<file path="src/rtl/data_gen_pkg.sv">
// Shared constants for the burst pattern generator: pattern modes and FSM encoding.
package data_gen_pkg;

  typedef logic [1:0] mode_t;

  localparam mode_t MODE_RAMP   = 2'd0;
  localparam mode_t MODE_CNT    = 2'd1;
  localparam mode_t MODE_CONST  = 2'd2;
  localparam mode_t MODE_TOGGLE = 2'd3;

  // Two bits so that a corrupted state value has somewhere defined to go.
  localparam logic [1:0] ST_IDLE = 2'd0;
  localparam logic [1:0] ST_RUN  = 2'd1;

endpackage

</file>
<file path="src/rtl/data_gen_pattern.sv">
// Pattern next-state logic: beat-0 word for a mode/seed and the successor of the current word.
// Latency: purely combinational.
// Backpressure: none; the caller decides when to advance.
module data_gen_pattern
  import data_gen_pkg::*;
#(
  parameter int DATA_W = 32
) (
  input  logic [DATA_W-1:0] cur_word,
  input  mode_t             mode,
  input  logic [DATA_W-1:0] seed,
  input  logic              odd_beat,
  output logic [DATA_W-1:0] first_word,
  output logic [DATA_W-1:0] next_word
);

  localparam int N = DATA_W / 8;

  logic [DATA_W-1:0] ramp_first;
  logic [DATA_W-1:0] ramp_next;

  // Lane 0 is the LSB byte and carries the highest ramp value of the beat.
  genvar g;
  generate
    for (g = 0; g < N; g++) begin : g_lane
      assign ramp_first[8*g +: 8] = 8'(N - 1 - g);
      assign ramp_next[8*g +: 8]  = cur_word[8*g +: 8] + 8'(N);
    end
  endgenerate

  always_comb begin
    first_word = seed;
    next_word  = cur_word;
    case (mode)
      MODE_RAMP: begin
        first_word = ramp_first;
        next_word  = ramp_next;
      end
      MODE_CNT: begin
        first_word = seed;
        next_word  = cur_word + {{(DATA_W-1){1'b0}}, 1'b1};
      end
      MODE_CONST: begin
        first_word = seed;
        next_word  = seed;
      end
      default: begin
        // odd_beat describes the current beat, so the next one flips parity.
        first_word = seed;
        next_word  = odd_beat ? seed : ~seed;
      end
    endcase
  end

endmodule

</file>
<file path="src/rtl/burst_data_gen.sv">
// Burst test-pattern source: on start emits len+1 beats of a selectable pattern.
// Latency: beat 0 valid the cycle after start; done pulses the cycle after the last transfer.
// Backpressure: data/last hold while valid && !ready; abort drops valid next cycle.
module burst_data_gen
  import data_gen_pkg::*;
#(
  parameter int DATA_W = 32,
  parameter int LEN_W  = 8
) (
  input  logic              clk,
  input  logic              rst,
  input  logic              start_i,
  input  logic              abort_i,
  input  logic [LEN_W-1:0]  len_i,
  input  logic [1:0]        mode_i,
  input  logic [DATA_W-1:0] seed_i,
  output logic [DATA_W-1:0] data_o,
  output logic              valid_o,
  input  logic              ready_i,
  output logic              last_o,
  output logic              busy_o,
  output logic              done_o
);

  logic [1:0]        state;
  logic [LEN_W-1:0]  cnt;
  logic [LEN_W-1:0]  len_q;
  mode_t             mode_q;
  logic [DATA_W-1:0] seed_q;

  logic              idle;
  logic              xfer;
  logic              at_last;
  logic [LEN_W-1:0]  cnt_inc;
  mode_t             pat_mode;
  logic [DATA_W-1:0] pat_seed;
  logic [DATA_W-1:0] first_word;
  logic [DATA_W-1:0] next_word;

  assign idle    = (state == ST_IDLE);
  assign xfer    = valid_o & ready_i;
  assign at_last = (cnt == len_q);
  assign cnt_inc = cnt + {{(LEN_W-1){1'b0}}, 1'b1};

  // Beat 0 is built from the live inputs so it can be registered on the start cycle.
  assign pat_mode = idle ? mode_i : mode_q;
  assign pat_seed = idle ? seed_i : seed_q;

  data_gen_pattern #(
    .DATA_W (DATA_W)
  ) u_pattern (
    .cur_word   (data_o),
    .mode       (pat_mode),
    .seed       (pat_seed),
    .odd_beat   (cnt[0]),
    .first_word (first_word),
    .next_word  (next_word)
  );

  always_ff @(posedge clk) begin
    if (rst) begin
      state   <= ST_IDLE;
      cnt     <= '0;
      len_q   <= '0;
      mode_q  <= MODE_RAMP;
      seed_q  <= '0;
      data_o  <= '0;
      valid_o <= 1'b0;
      last_o  <= 1'b0;
      busy_o  <= 1'b0;
      done_o  <= 1'b0;
    end else begin
      done_o <= 1'b0;
      case (state)
        ST_IDLE: begin
          if (start_i) begin
            state   <= ST_RUN;
            cnt     <= '0;
            len_q   <= len_i;
            mode_q  <= mode_i;
            seed_q  <= seed_i;
            data_o  <= first_word;
            valid_o <= 1'b1;
            last_o  <= (len_i == '0);
            busy_o  <= 1'b1;
          end
        end
        ST_RUN: begin
          // Abort wins over a coincident transfer: no done pulse is produced.
          if (abort_i) begin
            state   <= ST_IDLE;
            valid_o <= 1'b0;
            last_o  <= 1'b0;
            busy_o  <= 1'b0;
          end else if (xfer) begin
            if (at_last) begin
              state   <= ST_IDLE;
              valid_o <= 1'b0;
              last_o  <= 1'b0;
              busy_o  <= 1'b0;
              done_o  <= 1'b1;
            end else begin
              cnt    <= cnt_inc;
              data_o <= next_word;
              last_o <= (cnt_inc == len_q);
            end
          end
        end
        default: begin
          state   <= ST_IDLE;
          valid_o <= 1'b0;
          last_o  <= 1'b0;
          busy_o  <= 1'b0;
        end
      endcase
    end
  end

endmodule

</file>
<file path="config.mk">
export PLATFORM = sky130hd
export DESIGN_NAME = burst_data_gen
export DESIGN_NICKNAME = d
export VERILOG_FILES = /design/src/rtl/data_gen_pkg.sv /design/src/rtl/data_gen_pattern.sv /design/src/rtl/burst_data_gen.sv
export SDC_FILE = /design/constraint.sdc
export NUM_CORES = 1
export LEC_CHECK = 0
export CAP_MARGIN = 40
export CORE_MARGIN = 5
export CORE_UTILIZATION = 45
export CTS_BUF_LIST = sky130_fd_sc_hd__clkbuf_4 sky130_fd_sc_hd__clkbuf_8 sky130_fd_sc_hd__clkbuf_16
export DETAILED_ROUTE_END_ITERATION = 10
export PLACE_DENSITY = 0.76
export RECOVER_POWER = 50
export SKIP_CTS_REPAIR_TIMING = 1
export SLEW_MARGIN = 20
export SYNTH_ARGS = -nofsm -noshare
export SYNTH_HDL_FRONTEND = slang
export SYNTH_SLANG_ARGS = --single-unit
</file>
<file path="constraint.sdc">
create_clock -name clk -period 2.9 [get_ports clk]
set_input_delay 0.725 -clock clk [delete_from_list [all_inputs] [get_ports clk]]
set_output_delay 0.725 -clock clk [all_outputs]
set_load 0.01 [all_outputs]
</file>
# [After elaboration in Yosys (flattened, before gate mapping)]
# Index checks and enable logic that the tools add are counted.
[totals] reg_bits=87 inputBits=47 out_inout_bits=36 elab_cells=70
[classes] addsub=6 n_eq_ne=11 n_mux=31 bitwise_logic=4 reduce_logical=9
[op_table] cell="$mux 32" n=7
[op_table] cell="$pmux 32 s3" n=1
[op_table] cell="$pmux 32 s2" n=1
[op_table] cell="$add 32x1->32 const B" n=1
[op_table] cell="$add 8x3->8 const B" n=4
[op_table] cell="$mux 8" n=4
[op_table] cell="$not 32->32" n=1
[op_table] cell="$eq 8x8->1" n=2
[op_table] cell="$pmux 8 s2" n=1
[op_table] cell="$mux 2" n=5
[op_table] cell="$mux 1" n=9
[op_table] cell="$add 8x1->8 const B" n=1
[op_table] cell="$logic_not 8->1" n=1
[op_table] cell="$ne 2x2->1 const B" n=4
[op_table] cell="$ne 3x3->1 const B" n=2
[op_table] cell="$reduce_and 5->1" n=1
[op_table] cell="$eq 2x1->1 const B" n=2
[op_table] cell="$logic_not 2->1" n=2
[op_table] cell="$pmux 1 s2" n=2
[op_table] cell="$pmux 2 s2" n=1
[op_table] cell="$reduce_and 2->1" n=2
[op_table] cell="$reduce_or 4->1" n=1
[op_table] cell="$reduce_and 3->1" n=1
[op_table] cell="$eq 2x2->1 const B" n=1
[op_table] cell="other kinds (3)" n=4

# [Depth between registers and ports, before layout]
# Gate-level depths: netlist of run 1.
[depth] word_depth=9 mapped_depth=9 ltp_nobuf=7

# [Modules after synthesis]
# A second synthesis of run 1 with hierarchy kept.
[hier_totals] hier_cells=814 hier_area_um2=6383.6
[modules_own_cells] mod="burst_data_gen" instances=1 cells_each=476 area_each_um2=4274.1 seq_area_each_um2=1701.6
[modules_own_cells] mod="data_gen_pattern" instances=1 cells_each=338 area_each_um2=2109.5 seq_area_each_um2=0.0

# [Least setup slack after synthesis of run 1]
# Ideal clock, no wire load.
[synth_timing] kind="input to register" from="input mode_i[1]" to="register data_o[26]" setup_time_ns=0.079 arrival_ns=1.905 required_time_ns=2.821 slack_ns=0.916 stages=6 n_path_buf=0 path_cell_list="and3b_1 a31oi_2 nor2_1 a211o_1 a311o_1 a211oi_2"
[synth_between] elab_chain_len=7 elab_cells_between_ends=11 cone_classes="eq/ne (2); mux (8); reduce/logical (1)"
[synth_lines] item="from (decl)" line_no="burst_data_gen.sv:15" source="input logic [1:0] mode_i,"
[synth_lines] item="$mux 2 (*)" line_no="burst_data_gen.sv:46" source="assign pat_mode = idle ? mode_i : mode_q;"
[synth_lines] item="$eq 2x2->1, or another cell as far along" line_no="data_gen_pattern.sv:34" source="case (mode)"
[synth_lines] item="$pmux 32 s3" line_no="data_gen_pattern.sv:34"
[synth_lines] item="$mux 32" line_no="burst_data_gen.sv:96" source="if (at_last) begin"
[synth_lines] item="$mux 32" line_no="burst_data_gen.sv:95" source="end else if (xfer) begin"
[synth_lines] item="$mux 32" line_no="burst_data_gen.sv:90" source="if (abort_i) begin"
[synth_lines] item="$pmux 32 s2 (*)" line_no="burst_data_gen.sv:74" source="case (state)"
[synth_lines] item="to (signal assigned)" line_no="burst_data_gen.sv:82" source="data_o <= first_word;"
[synth_lines] item="to (signal assigned)" line_no="burst_data_gen.sv:104" source="data_o <= next_word;"
[synth_lines] item="to (decl)" line_no="burst_data_gen.sv:17" source="output logic [DATA_W-1:0] data_o,"
# Every way passes the cells marked *; elsewhere a longest branch is shown, timed or not. The select of a mux whose other input is x is not followed.
# A chain may end at the register's enable or synchronous reset.

# [Worst setup path in the final report of run 1]
[layout_timing] from="register data_o[3]" to="register data_o[26]"
[layout_between] elab_chain_len=6
[layout_lines] item="$add 32x1->32" line_no="data_gen_pattern.sv:41" source="next_word = cur_word + {{(DATA_W-1){1'b0}}, 1'b1};"
[layout_lines] item="$pmux 32 s3" line_no="data_gen_pattern.sv:34"
[layout_lines] item="$mux 32" line_no="burst_data_gen.sv:96"
[layout_lines] item="$mux 32" line_no="burst_data_gen.sv:95"
[layout_lines] item="$mux 32" line_no="burst_data_gen.sv:90"
[layout_lines] item="$pmux 32 s2" line_no="burst_data_gen.sv:74"
# No other way between the ends. The select of a mux whose other input is x is not followed.

==> reports/results.ini, run 1 <==
[outcome]
status = finished with violations
violations = max-capacitance violations, max-slew violations

[logic_synthesis]
ys_ff_latch = 85
syn_nets = 778
netlist_instances = 725
synth_edf_count = 0
synth.distinct_cells = 82
synth-warning-count = 0
synth_top_cells_by_area = dfxtp_1 31%, nand2_1 9.1%, a21oi_1 8.0%
synth_common_cells = 134 x nand2_1, 88 x a21oi_1, 85 x dfxtp_1
seq_area_frac_synth = 0.309
synth_largest_area_cell = dfxtp_1
async_flop_share = 0
yosys.area.top_type_share = 0.309
yosysMostFrequentCell = nand2_1
avgSynthCellArea_um2 = 7.60
syn_area_um2 = 5510
ys.flop_type = dfxtp_1

[drt]
drtIter0Drc = 680
post_drt_via_cell_ratio = 6.17
drc = 0
avgRoutedWirePerCell_um = 19.0
dr.pass1.iters = 5
dr_total_vias = 5839
routed_wl_um = 18000
ant_nets = 0

[global_route]
antenna_found_initial = 0
overflow = 0
grt_pass1_wl_um = 28600
grtUsageTotal = 0.246
grt_start_max_net_pins = 46
grt_pass1_vias = 5573

[setup_path]
arrival_ns = 2.74
rr_endpoint = data_o[26]
cp_slowest_cell = nor3_1
cp_max_fo = 8
rrSetupSlack_ns = 0.42
required_ns = 3.16
critPathCaptureType = register
rr_worst_depth = 7
r2r-start = data_o[3]
path_cells = ha_1 > and3_1 > nand4_2 > nor3_1 > nor3_1 > a311o_1 > a211oi_2
cpPeakStageDelay_ns = 0.55
start_kind = register
worst_path_most_repeated_cell = nor3_1
critical_path_class = reg2reg

[power]
power_leakage_nw = 2.47
vdd_drop_max_v = 0.000263
power.density_nw_per_um2 = 488

[timing]
setup_viol = 0
fin_skew_ns = 0.0106
min_period_ns = 2.48
tightestPinTransition_ns = 1.72
setup_tns_ns = 0
final.period_utilization = 0.856
drv_slew = 32
slew_headroom = -0.147
fmax_ghz = 0.403
finalHoldViolations = 0
grt_setup_unrepaired = false
whs_ns = 0.459

[finish]
area_delta_synth_final_pct = 22.6
final_layout_size_suffix_gt1_frac = 0.0950
nets = 849
fin_cells = 947
antenna_cells = 0

[clocking]
cts_root_buf = clkbuf_16
clk_pin_slew_ns = 0.06
clock_latency_ns = 0.35
htree_levels = 3
cts_tree = done
cts_buffers = 9
cts.sink_count = 85
clock_path_buffers = 2

[flow_run]
drv_cap = 1

[floorplan]
core_area_um2 = 12000
die_w_um = 121
start_util = 0.459
rows = 40
pin_count = 83
dieHeight_um = 121
dieArea_um2 = 14600

[placed_design]
dp_hpwl_um = 13000
io_buffers = 82
numPlacedInstances = 932
place_congestion = 0.951

[min_path]
hold_end = seed_q[18]
hp-start = seed_q[18]
min-delay-path-class = reg2reg
whs_path_depth = 2

==> state kept, by name (all words and copies together) (netlist names) <==
name    cells
cnt         8
last_o      1
mode_q      2
busy_o      1
done_o      1
seed_q     32
len_q       8
data_o     32
==> worst max-delay path by stage <==
stage / start / end / slack, ns
final: data_o[3] / data_o[26] / 0.42
after global routing: data_o[3] / data_o[30] / 0.28
after CTS: data_o[3] / data_o[26] / 0.49
after detailed placement: abort_i / data_o[19] / 0.15
after global placement: mode_i[0] / data_o[26] / 0.25
after floorplan: mode_i[1] / data_o[26] / 0.92
==> layout by cell type, fill, tap and decap left out, types with 10 or more instances in the layout <==
| cell | netlist | routed |
|---|---|---|
| nand2_1 | 134 | 134 |
| buf_4 | 6 | 27 |
| xnor2_1 | 32 | 32 |
| o211ai_1 | 10 | 10 |
| a21oi_1 | 88 | 88 |
| clkdlybuf4s50_1 | 0 | 67 |
| a211oi_1 | 11 | 11 |
| nand3_1 | 14 | 14 |
| o21ai_0 | 36 | 36 |
| dlygate4sd3_1 | 0 | 14 |
| dfxtp_1 | 85 | 84 |
| xor2_1 | 24 | 24 |
| a31oi_1 | 10 | 10 |
| nor3_1 | 22 | 22 |
| nor2_1 | 46 | 45 |
==> kinds of logic (layout without fill, tap and decap cells) <==
family,count (synthesis),after routing,synth area share
and+or+nand+nor,288,288,0.253
buffers and inverters,61,136,0.0622
xor gates and xnor gates,56,56,0.0890
muxes,11,11,0.0236
AOI/OAI and AO/OA,218,218,0.250
adders and majority gates,6,6,0.0136
DFF,85,85,0.309
==> per-stage QoR <==
step                      cell area, um^2  total power, mW  setup WS [ns]  utilization
after CTS                            6760             3.31          0.491        0.563
after global placement               6460             2.11          0.247        0.538
after global routing                 6760             3.42          0.281        0.563
final                                6760             3.30          0.418        0.563
after detailed placement             6460             2.12          0.150        0.538
after floorplan                      5510             1.81          0.916            -
==> routing by layer <==
metal  vias to the layer above  wire (um)  GRT usage
met4                         0        522      0.108
li1                       2733          -          -
met5                         -          0          0
met2                       314       8570      0.405
met1                      2745       7270      0.312
met3                        47       1630     0.0477
==> area by class of cell <==
| type | instances | area (um^2) |
|---|---|---|
| clock buffer | 11 | 253 |
| clock inverter | 4 | 47.5 |
| fill | 1135 | 5250 |
| inverter | 9 | 33.8 |
| multi-input combinational | 579 | 3480 |
| sequential | 85 | 1700 |
| tap | 147 | 184 |
| timing repair buffer | 112 | 1060 |
==> critical path: cells and delay by family (launching register included) <==
kind | cells | cell delay [ns]
and+or+nand+nor | 4 | 1.14
DFF | 1 | 0.52
AOI/OAI and AO/OA | 2 | 0.47
adders and majority gates | 1 | 0.25
==> power by group <==
part | internal [mW] | leakage (nW) | switching (mW)
Combinational | 0.347 | 1.62 | 0.412
Clock | 0.707 | 0.147 | 0.480
Sequential | 1.24 | 0.698 | 0.109
Total | 2.30 | 2.47 | 1.00
Note: power is estimated with default switching activity, not from simulation.
==> run 2, diff against run 1 <==
--- a/config.mk
+++ b/config.mk
@@ -6,11 +6,13 @@
 export NUM_CORES = 1
 export LEC_CHECK = 0
 export CAP_MARGIN = 40
+export CELL_PAD_IN_SITES_DETAIL_PLACEMENT = 1
+export CELL_PAD_IN_SITES_GLOBAL_PLACEMENT = 1
 export CORE_MARGIN = 5
-export CORE_UTILIZATION = 45
+export CORE_UTILIZATION = 43
 export CTS_BUF_LIST = sky130_fd_sc_hd__clkbuf_4 sky130_fd_sc_hd__clkbuf_8 sky130_fd_sc_hd__clkbuf_16
 export DETAILED_ROUTE_END_ITERATION = 10
-export PLACE_DENSITY = 0.76
+export PLACE_DENSITY = 0.94
 export RECOVER_POWER = 50
 export SKIP_CTS_REPAIR_TIMING = 1
 export SLEW_MARGIN = 20
==> run 2 against run 1 <==
  * The run now ends clean
  * First-iteration DRC count is 37% lower
  * Clock skew is 0.0013 ns higher
  * Flip-flop and latch count stayed put
  * Largest cell class unchanged
  * Register-to-register slack worse by 0.18 ns
  * Non-clock buffer count is 2 higher
  * Worst setup slack worse by 0.18 ns
  * Maximum frequency is 6.6% lower
  * Sequential power hardly changed
  * Wire length is 19% higher
==> reports/results.ini, run 2 (synthesis gave the netlist of run 1 again) <==
[outcome]
status = finished, final reports clean  ; was finished with violations

[finish]
nets = 851  ; was 849
area_delta_synth_final_pct = 23.1  ; was 22.6%
antenna_cells = 0  ; unchanged
layout_commonest_cell = nand2_1  ; unchanged
reg_top3 = data_o: 32 flops, seed_q: 32 flops  ; unchanged
final_cell_mix = 134 x nand2_1, 88 x a21oi_1, 84 x dfxtp_1  ; unchanged
final_layout_size_suffix_gt1_frac = 0.0996  ; was 0.0950
final_util = 0.540  ; was 0.563
design_area_um2 = 6780  ; was 6760 um^2

[placed_design]
place_congestion = 0.971  ; was 0.951
dp_hpwl_um = 15500  ; was 13,000 um
io_buffers = 82  ; unchanged
post_dp_cell_area_um2 = 6500  ; was 6460 um^2
pre_cts_ws_ns = 0.142  ; was 0.150 ns

[timing]
grt_setup_unrepaired = false  ; unchanged
setup_viol = 0  ; unchanged
finalHoldViolations = 0  ; unchanged
tightestPinTransition_ns = 1.07  ; was 1.72 ns
setup_ws_ns = 0.242  ; was 0.418 ns
setup_tns_ns = 0  ; unchanged
slew_headroom = 0.285  ; was -0.147
fmax_ghz = 0.376  ; was 0.403 GHz
drv_slew = 0  ; was 32
final.period_utilization = 0.917  ; was 0.856
min_period_ns = 2.66  ; was 2.48 ns
fin_skew_ns = 0.0119  ; was 0.0106 ns

[setup_path]
rr_worst_depth = 8  ; was 7
cp_max_fo = 17  ; was 8
rrSetupSlack_ns = 0.24  ; was 0.42 ns
start_kind = register  ; unchanged
required_ns = 3.17  ; was 3.16 ns
rr_endpoint = data_o[21]  ; was data_o[26]
critical_path_class = reg2reg  ; unchanged
arrival_ns = 2.93  ; was 2.74 ns
startpoint = cnt[0]  ; was data_o[3]
critPathCaptureType = register  ; unchanged
r2r-start = cnt[0]  ; was data_o[3]

[global_route]
grtUsageTotal = 0.286  ; was 0.246
grt_use_met1 = 0.330  ; was 0.312
grtUsageMet3 = 0.0576  ; was 0.0477
grt_pass1_vias = 6553  ; was 5,573
grt_start_max_net_pins = 46  ; unchanged
grt_pass1_wl_um = 33700  ; was 28,600 um
top_usage_layer = met2  ; unchanged
grt_util_met2 = 0.485  ; was 0.405
antenna_found_initial = 1  ; was 0
overflow = 0  ; unchanged

[clocking]
clock_path_buffers = 2  ; unchanged
cts.sink_count = 85  ; unchanged
clk_pin_slew_ns = 0.06  ; about the same
clock_latency_ns = 0.36  ; was 0.35 ns
cts_tree = done  ; unchanged
cts_buffers = 9  ; unchanged
cts_root_buf = clkbuf_16  ; unchanged
htree_levels = 3  ; unchanged

[power]
power.density_nw_per_um2 = 495  ; was 488 nW/um^2
vdd_drop_max_v = 0.000393  ; was 0.000263 V
power_leakage_nw = 2.47  ; about the same

[drt]
post_drt_via_cell_ratio = 6.28  ; was 6.17
dr_total_vias = 6120  ; was 5,839
drc = 0  ; unchanged
ant_nets = 0  ; unchanged
routed_wl_um = 21400  ; was 18,000 um
dr.pass1.iters = 5  ; unchanged
drtIter0Drc = 427  ; was 680
avgRoutedWirePerCell_um = 21.9  ; was 19.0 um

[floorplan]
dieArea_um2 = 15200  ; was 14,600 um^2
die_w_um = 123  ; was 121 um
rows = 41  ; was 40
core_area_um2 = 12600  ; was 12,000 um^2
dieHeight_um = 123  ; was 121 um
pin_count = 83  ; unchanged
start_util = 0.438  ; was 0.459

[min_path]
hold_end = seed_q[18]  ; unchanged
hp-start = seed_q[18]  ; unchanged
min-delay-path-class = reg2reg  ; unchanged
whs_path_depth = 2  ; unchanged

[flow_run]
drv_cap = 0  ; was 1

run 2: cell type report:
class	instances	area (um^2)
tap	172	215
timing repair buffer	114	1060
clock inverter	4	47.5
inverter	9	33.8
clock buffer	12	254
fill	1547	5790
sequential	85	1700
multi-input combinational	579	3470
run 2: how the worst max path moves through the flow:
stage | end | slack, ns | depth (start not counted)
finish | data_o[21] | 0.24 | 8
global route | data_o[19] | 0.09 | 8
CTS | data_o[26] | 0.34 | 7
detailed placement | data_o[30] | 0.14 | 8
global placement | data_o[11] | 0.20 | 8
floorplan | data_o[26] | 0.92 | 6
run 2: routing by layer:
| metal | up-vias | routed length (um) |
|---|---|---|
| li1 | 2731 | - |
| met1 | 3007 | 8340 |
| met2 | 287 | 10400 |
| met3 | 95 | 1530 |
| met4 | 0 | 1090 |
| met5 | - | 0 |
run 2: metrics by stage:
stage,total power [mW],instances,hold WS [ns]
floorplan,1.81,725,0.436
global placement,2.11,959,0.450
detailed placement,2.15,959,0.457
CTS,3.36,975,0.466
global route,3.47,975,0.478
finish,3.36,975,0.464
run 2: power breakdown:
part / switching, mW / internal, mW / leakage, nW
Combinational: 0.438 / 0.346 / 1.62
Sequential: 0.115 / 1.24 / 0.698
Clock: 0.508 / 0.708 / 0.149
Total: 1.06 / 2.30 / 2.47
run 2: worst max-delay path, stage by stage, from the launching register on:
cell and delay [ns]:
dfxtp_1 0.34, buf_4 0.29, xnor2_1 0.19, and4_1 0.31, a21oi_2 0.14, nor2_2 0.14
clkbuf_1 0.66, o21ai_0 0.25, a221oi_2 0.25
==> patch 1: new RTL, config.mk and constraints of run 1 <==
Set the parameter `LEN_W` to 16 (it was 8).
--- a/src/rtl/burst_data_gen.sv
+++ b/src/rtl/burst_data_gen.sv
@@ -5,7 +5,7 @@
   import data_gen_pkg::*;
 #(
   parameter int DATA_W = 32,
-  parameter int LEN_W  = 8
+  parameter int LEN_W  = 16
 ) (
   input  logic              clk,
   input  logic              rst,
Ports: changed (resized len_i); port bits go from 83 to 91. The function was not compared with the original's and may differ.
==> patch 1 against run 1 <==
Area after synthesis rose by 18%; synthesized cell count up 17%; register-to-register slack lost 0.06 ns; worst hold slack improved by 0.0034 ns; count of clock-buffer cells in the layout is 1 lower; critical path depth decreased by 2; first-iteration DRC count fell by 16%; final area rose by 17%; setup slack got worse by 0.15 ns; wire length increased by 18%; power rose by 8.7%; sequential cell count up 16; sequential power increased by 18%.
==> patch 1: results (changes against run 1) <==
* Total track usage at 25.3% (+0.68 points)
* DP Wirelength at 15.2 mm (+17%)
* Placed Area at 7690 sq um (+19%)
* P_leak at 2.82 nW (+14%)
* 1st-iter DRT viols at 568 (-16%)
* Worst path slowest cell: nor2b_2
* Synth cell count leaders: nand2_1 (154), dfxtp_1 (101), a21oi_1 (91)
* Reg2Reg Depth at 7 (unchanged)
* Largest net degree at the start of global routing at 92 (+100%)
* First-pass GRT wire length at 34.1 mm (+19%)
* Wirelength per Cell at 19.1 um (+0.76%)
* Critical Path Start: start_i
* Synth top area share at 31.1% (+0.23 points)
* Max stage delay on crit path at 0.91 ns (+0.36 ns)
* Post-place setup slack at 0.124 ns (-0.0265 ns)
* Hold_sp: seed_q[23]
* Vias in the first global route at 6518 (+17%)
* Final net count at 983 (+16%)
* VDD IR max at 0.302 mV (+15%)
* CP delay by family, top: simple AND/OR/NAND/NOR gates
* Reg-to-reg startpoint: len_q[9]
* FILL cells at 1378 (+21%)
* Total Routed Length at 21.2 mm (+18%)
* Post-synthesis sequential area ratio at 31.1% (+0.23 points)
* Synth top area cells: dfxtp_1 (31%), nand2_1 (8.9%), a21oi_1 (7.0%)
* Post-synth cell types at 72 (-12%)
* Vias/cell at 6.14 (-0.47%)
* Syn Inst Count at 846 (+17%)
* Placed Cells at 1095 (+17%)
* GPL Wtd Cong at 0.903 (-5.0%)
* Relative slew margins at 23.7% (+38 points)
* Status: complete, no violations
* Port bufs at 90 (+9.8%)
* Layout cells sized above 1 at 8.64% (-0.86 points)
* Max Fclk at 379 MHz (-5.8%)
* Syn nets at 907 (+17%)
* CP arrival at 2.91 ns (+0.17 ns)
* Clock tree skew after final layout at 0.0112 ns (+0.000627 ns)
* Crit-path max FO at 20 (+12)
==> patch 1: changes by cell type in the layout (fill, tap and decap cells not counted), sizes merged, moves of 7 or more <==
cell	before	now
a211oi	13	2
o21ai	44	34
nand3	14	22
nand4	9	25
or3	5	13
nor4	6	13
xnor2	32	41
nand2	135	156
dfxtp	85	101
a311oi	1	9
==> patch 1: path summary, 6_finish.rpt <==
kind / endpoint / slack (ns)
hold reg to reg: seed_q[23] / 0.46
hold / removal: seed_q[23] / 0.46
setup reg to reg: data_o[8] / 0.36
setup / recovery: len_q[2] / 0.26
==> patch 1: logic make-up (layout without fill, tap and decap cells) <==
| group | after synthesis | count (layout) | synth area share [%] |
|---|---|---|---|
| buffers and inverters | 75 | 155 | 4.93 |
| xor gates and xnor gates | 70 | 70 | 9.72 |
| adders and majority gates | 6 | 6 | 1.15 |
| DFF | 101 | 101 | 31.1 |
| muxes | 22 | 22 | 3.54 |
| and+or+nand+nor | 332 | 332 | 25.3 |
| AOI/OAI and AO/OA | 240 | 240 | 24.3 |
==> patch 1: area by class of cell <==
type | instances | area, sq um | area share [%]
tap | 184 | 230 | 2.90
inverter | 12 | 45.0 | 0.568
multi-input combinational | 670 | 4170 | 52.5
clock buffer | 10 | 233 | 2.93
sequential | 101 | 2020 | 25.5
timing repair buffer | 128 | 1200 | 15.1
clock inverter | 5 | 36.3 | 0.457
==> patch 1: power breakdown <==
group	switching [W]	internal, W
registers	0.000117	0.00147
logic	0.000458	0.000385
clock network	0.000565	0.000593
total	0.00114	0.00245
==> patch 1: per-layer routing <==
layer  vias up  wire [um]  track usage, %
met5         -          0               0
met4         0        724            10.6
met3        58       1430            5.16
met2       301      10500            42.7
met1      3224       8630            31.2
li1       3229          -               -
==> patch 2: new RTL, flow settings as in run 1 <==
Without the edit above. Register the input `mode_i` before use, with the module's reset. The logic sees it one clock later. The other inputs are not delayed to match.
--- a/src/rtl/burst_data_gen.sv
+++ b/src/rtl/burst_data_gen.sv
@@ -22,6 +22,16 @@
   output logic              done_o
 );
 
+  logic [1:0] mode_r;
+
+  always_ff @(posedge clk) begin
+    if (rst) begin
+      mode_r <= '0;
+    end else begin
+      mode_r <= mode_i;
+    end
+  end
+
   logic [1:0]        state;
   logic [LEN_W-1:0]  cnt;
   logic [LEN_W-1:0]  len_q;
@@ -43,7 +53,7 @@
   assign cnt_inc = cnt + {{(LEN_W-1){1'b0}}, 1'b1};
 
   // Beat 0 is built from the live inputs so it can be registered on the start cycle.
-  assign pat_mode = idle ? mode_i : mode_q;
+  assign pat_mode = idle ? mode_r : mode_q;
   assign pat_seed = idle ? seed_i : seed_q;
 
   data_gen_pattern #(
@@ -77,7 +87,7 @@
             state   <= ST_RUN;
             cnt     <= '0;
             len_q   <= len_i;
-            mode_q  <= mode_i;
+            mode_q  <= mode_r;
             seed_q  <= seed_i;
             data_o  <= first_word;
             valid_o <= 1'b1;
Behaviour: not the same (Yosys sat finds a counterexample within 4 cycles, from zero or initial values and one cycle with rst high).
==> patch 2 against run 1 <==
Area after synthesis rose by 0.36%; sequential cell count rose by 2; critical path depth rose by 1; power fell by 2.1%; count of clock-buffer cells in the layout fell by 1; setup slack improved by 0.013 ns; sequential share of layout area rose by 0.62 points; maximum frequency rose by 0.52%; core utilization fell by 0.094 points; wire length rose by 4.7%; the run ends with capacitance limit left; critical path type is now in -> reg; final area fell by 0.17%.
==> patch 2: results (changes against run 1) <==
* Status: finished with violations
* First-pass GRT wire length at 29.9 mm (+4.5%)
* Crit-path max FO at 12 (+4)
* Vias in the first global route at 5734 (+2.9%)
* Failing checks: capacitance limit
* FILL cells at 1141 (+0.53%)
* Placed Area at 6460 sq um (about the same)
* Synth cell count leaders: nand2_1 (136), dfxtp_1 (87), a21oi_1 (83)
* Syn nets at 790 (+1.5%)
* Post-synth cell types at 72 (-12%)
* 1st-iter DRT viols at 610 (-10%)
* GPL Wtd Cong at 0.974 (+2.5%)
* VDD IR max at 0.249 mV (-5.4%)
* Met2 usage at 41.0% (+0.43 points)
* Worst-Margin Slew at 1.49 ns (-0.233 ns)
* Vias/cell at 6.27 (+1.7%)
* Layout cells sized above 1 at 8.17% (-1.3 points)
* CTS H-tree lvls at 3 (unchanged)
* P_leak at 2.49 nW (+0.80%)
* Total track usage at 25.6% (+1.0 points)
* Compound-Gate Fraction of Synth Area at 24.2% (-0.77 points)
* Max-cap violations at 1 (unchanged)
* Hold crit path type: reg -> reg
* Final net count at 856 (+0.82%)
* Clk root buf: clkbuf_16
* XOR/XNOR Fraction of Synth Area at 9.62% (+0.71 points)
* Synth warn at 0 (unchanged)
* Port bufs at 82 (unchanged)
* Met3 Use GR at 6.85% (+2.1 points)
* Adder-cell area share of the yosys netlist at 1.36% (-0.0049 points)
* Total Routed Length at 18.8 mm (+4.7%)
* Worst path slowest cell: clkbuf_1
* Met1 GRT Util at 32.5% (+1.4 points)
* Synth top area cells: dfxtp_1 (31%), nand2_1 (9.2%), a21oi_1 (7.5%)
* Inserted Clock Buffers at 9 (unchanged)
* Largest net degree at the start of global routing at 35 (-24%)
* DP Wirelength at 13.3 mm (+2.7%)
* Post-synthesis sequential area ratio at 31.5% (+0.61 points)
* Mux contribution to synthesized area at 2.29% (-0.076 points)
* Max stage delay on crit path at 0.44 ns (-0.11 ns)
* Drt pass-1 iters at 6 (+1)
* Clock tree skew after final layout at 0.00476 ns (-0.00585 ns)
[patch 2: cell type report]
type | count | area (sq um) | area share, %
sequential | 87 | 1740 | 25.8
multi-input combinational | 581 | 3450 | 51.2
timing repair buffer | 111 | 1020 | 15.1
clock inverter | 6 | 68.8 | 1.02
clock buffer | 10 | 233 | 3.45
tap | 147 | 184 | 2.73
inverter | 13 | 48.8 | 0.723
[patch 2: routing by layer]
metal  share of wire, %  routed length, um
met5                  0                  0
met4                3.2                609
met3                9.3               1760
met2                 46               8720
met1                 41               7750
[patch 2: worst max-delay path, delay by kind of cell]
kind / cells / cell delay, ns
buffers and inverters: 2 / 0.86
and+or+nand+nor: 4 / 0.59
xor gates and xnor gates: 1 / 0.17
AOI/OAI and AO/OA: 1 / 0.39
[patch 2: worst paths after layout]
check	slack (ns)	startpoint	to	cells after the start
max reg2reg	0.45	busy_o	seed_q[3]	6
min reg2reg	0.46	seed_q[18]	seed_q[18]	2
min	0.46	seed_q[18]	seed_q[18]	2
max	0.43	abort_i	cnt[6]	8
[patch 2: kinds of logic (layout without fill, tap and decap cells)]
logic type,Yosys count,in the layout
fa+ha+maj,6,6
xor+xnor,59,59
compound gates,214,214
simple gates,290,290
buf+inv,69,140
flops,87,87
mux,12,12
[patch 2: where the power goes]
group / switching (W) / internal (W)
clock: 0.000534 / 0.000684
combinational: 0.000366 / 0.000282
sequential: 0.0000981 / 0.00127
[patch 2: metrics by stage]
stage	setup WS [ns]	instances	utilization, %
after CTS	0.542	955	56.3
after detailed placement	0.201	939	53.8
after global routing	0.266	955	56.2
final	0.431	955	56.2
after global placement	0.293	939	53.8
after floorplan	0.856	737	-
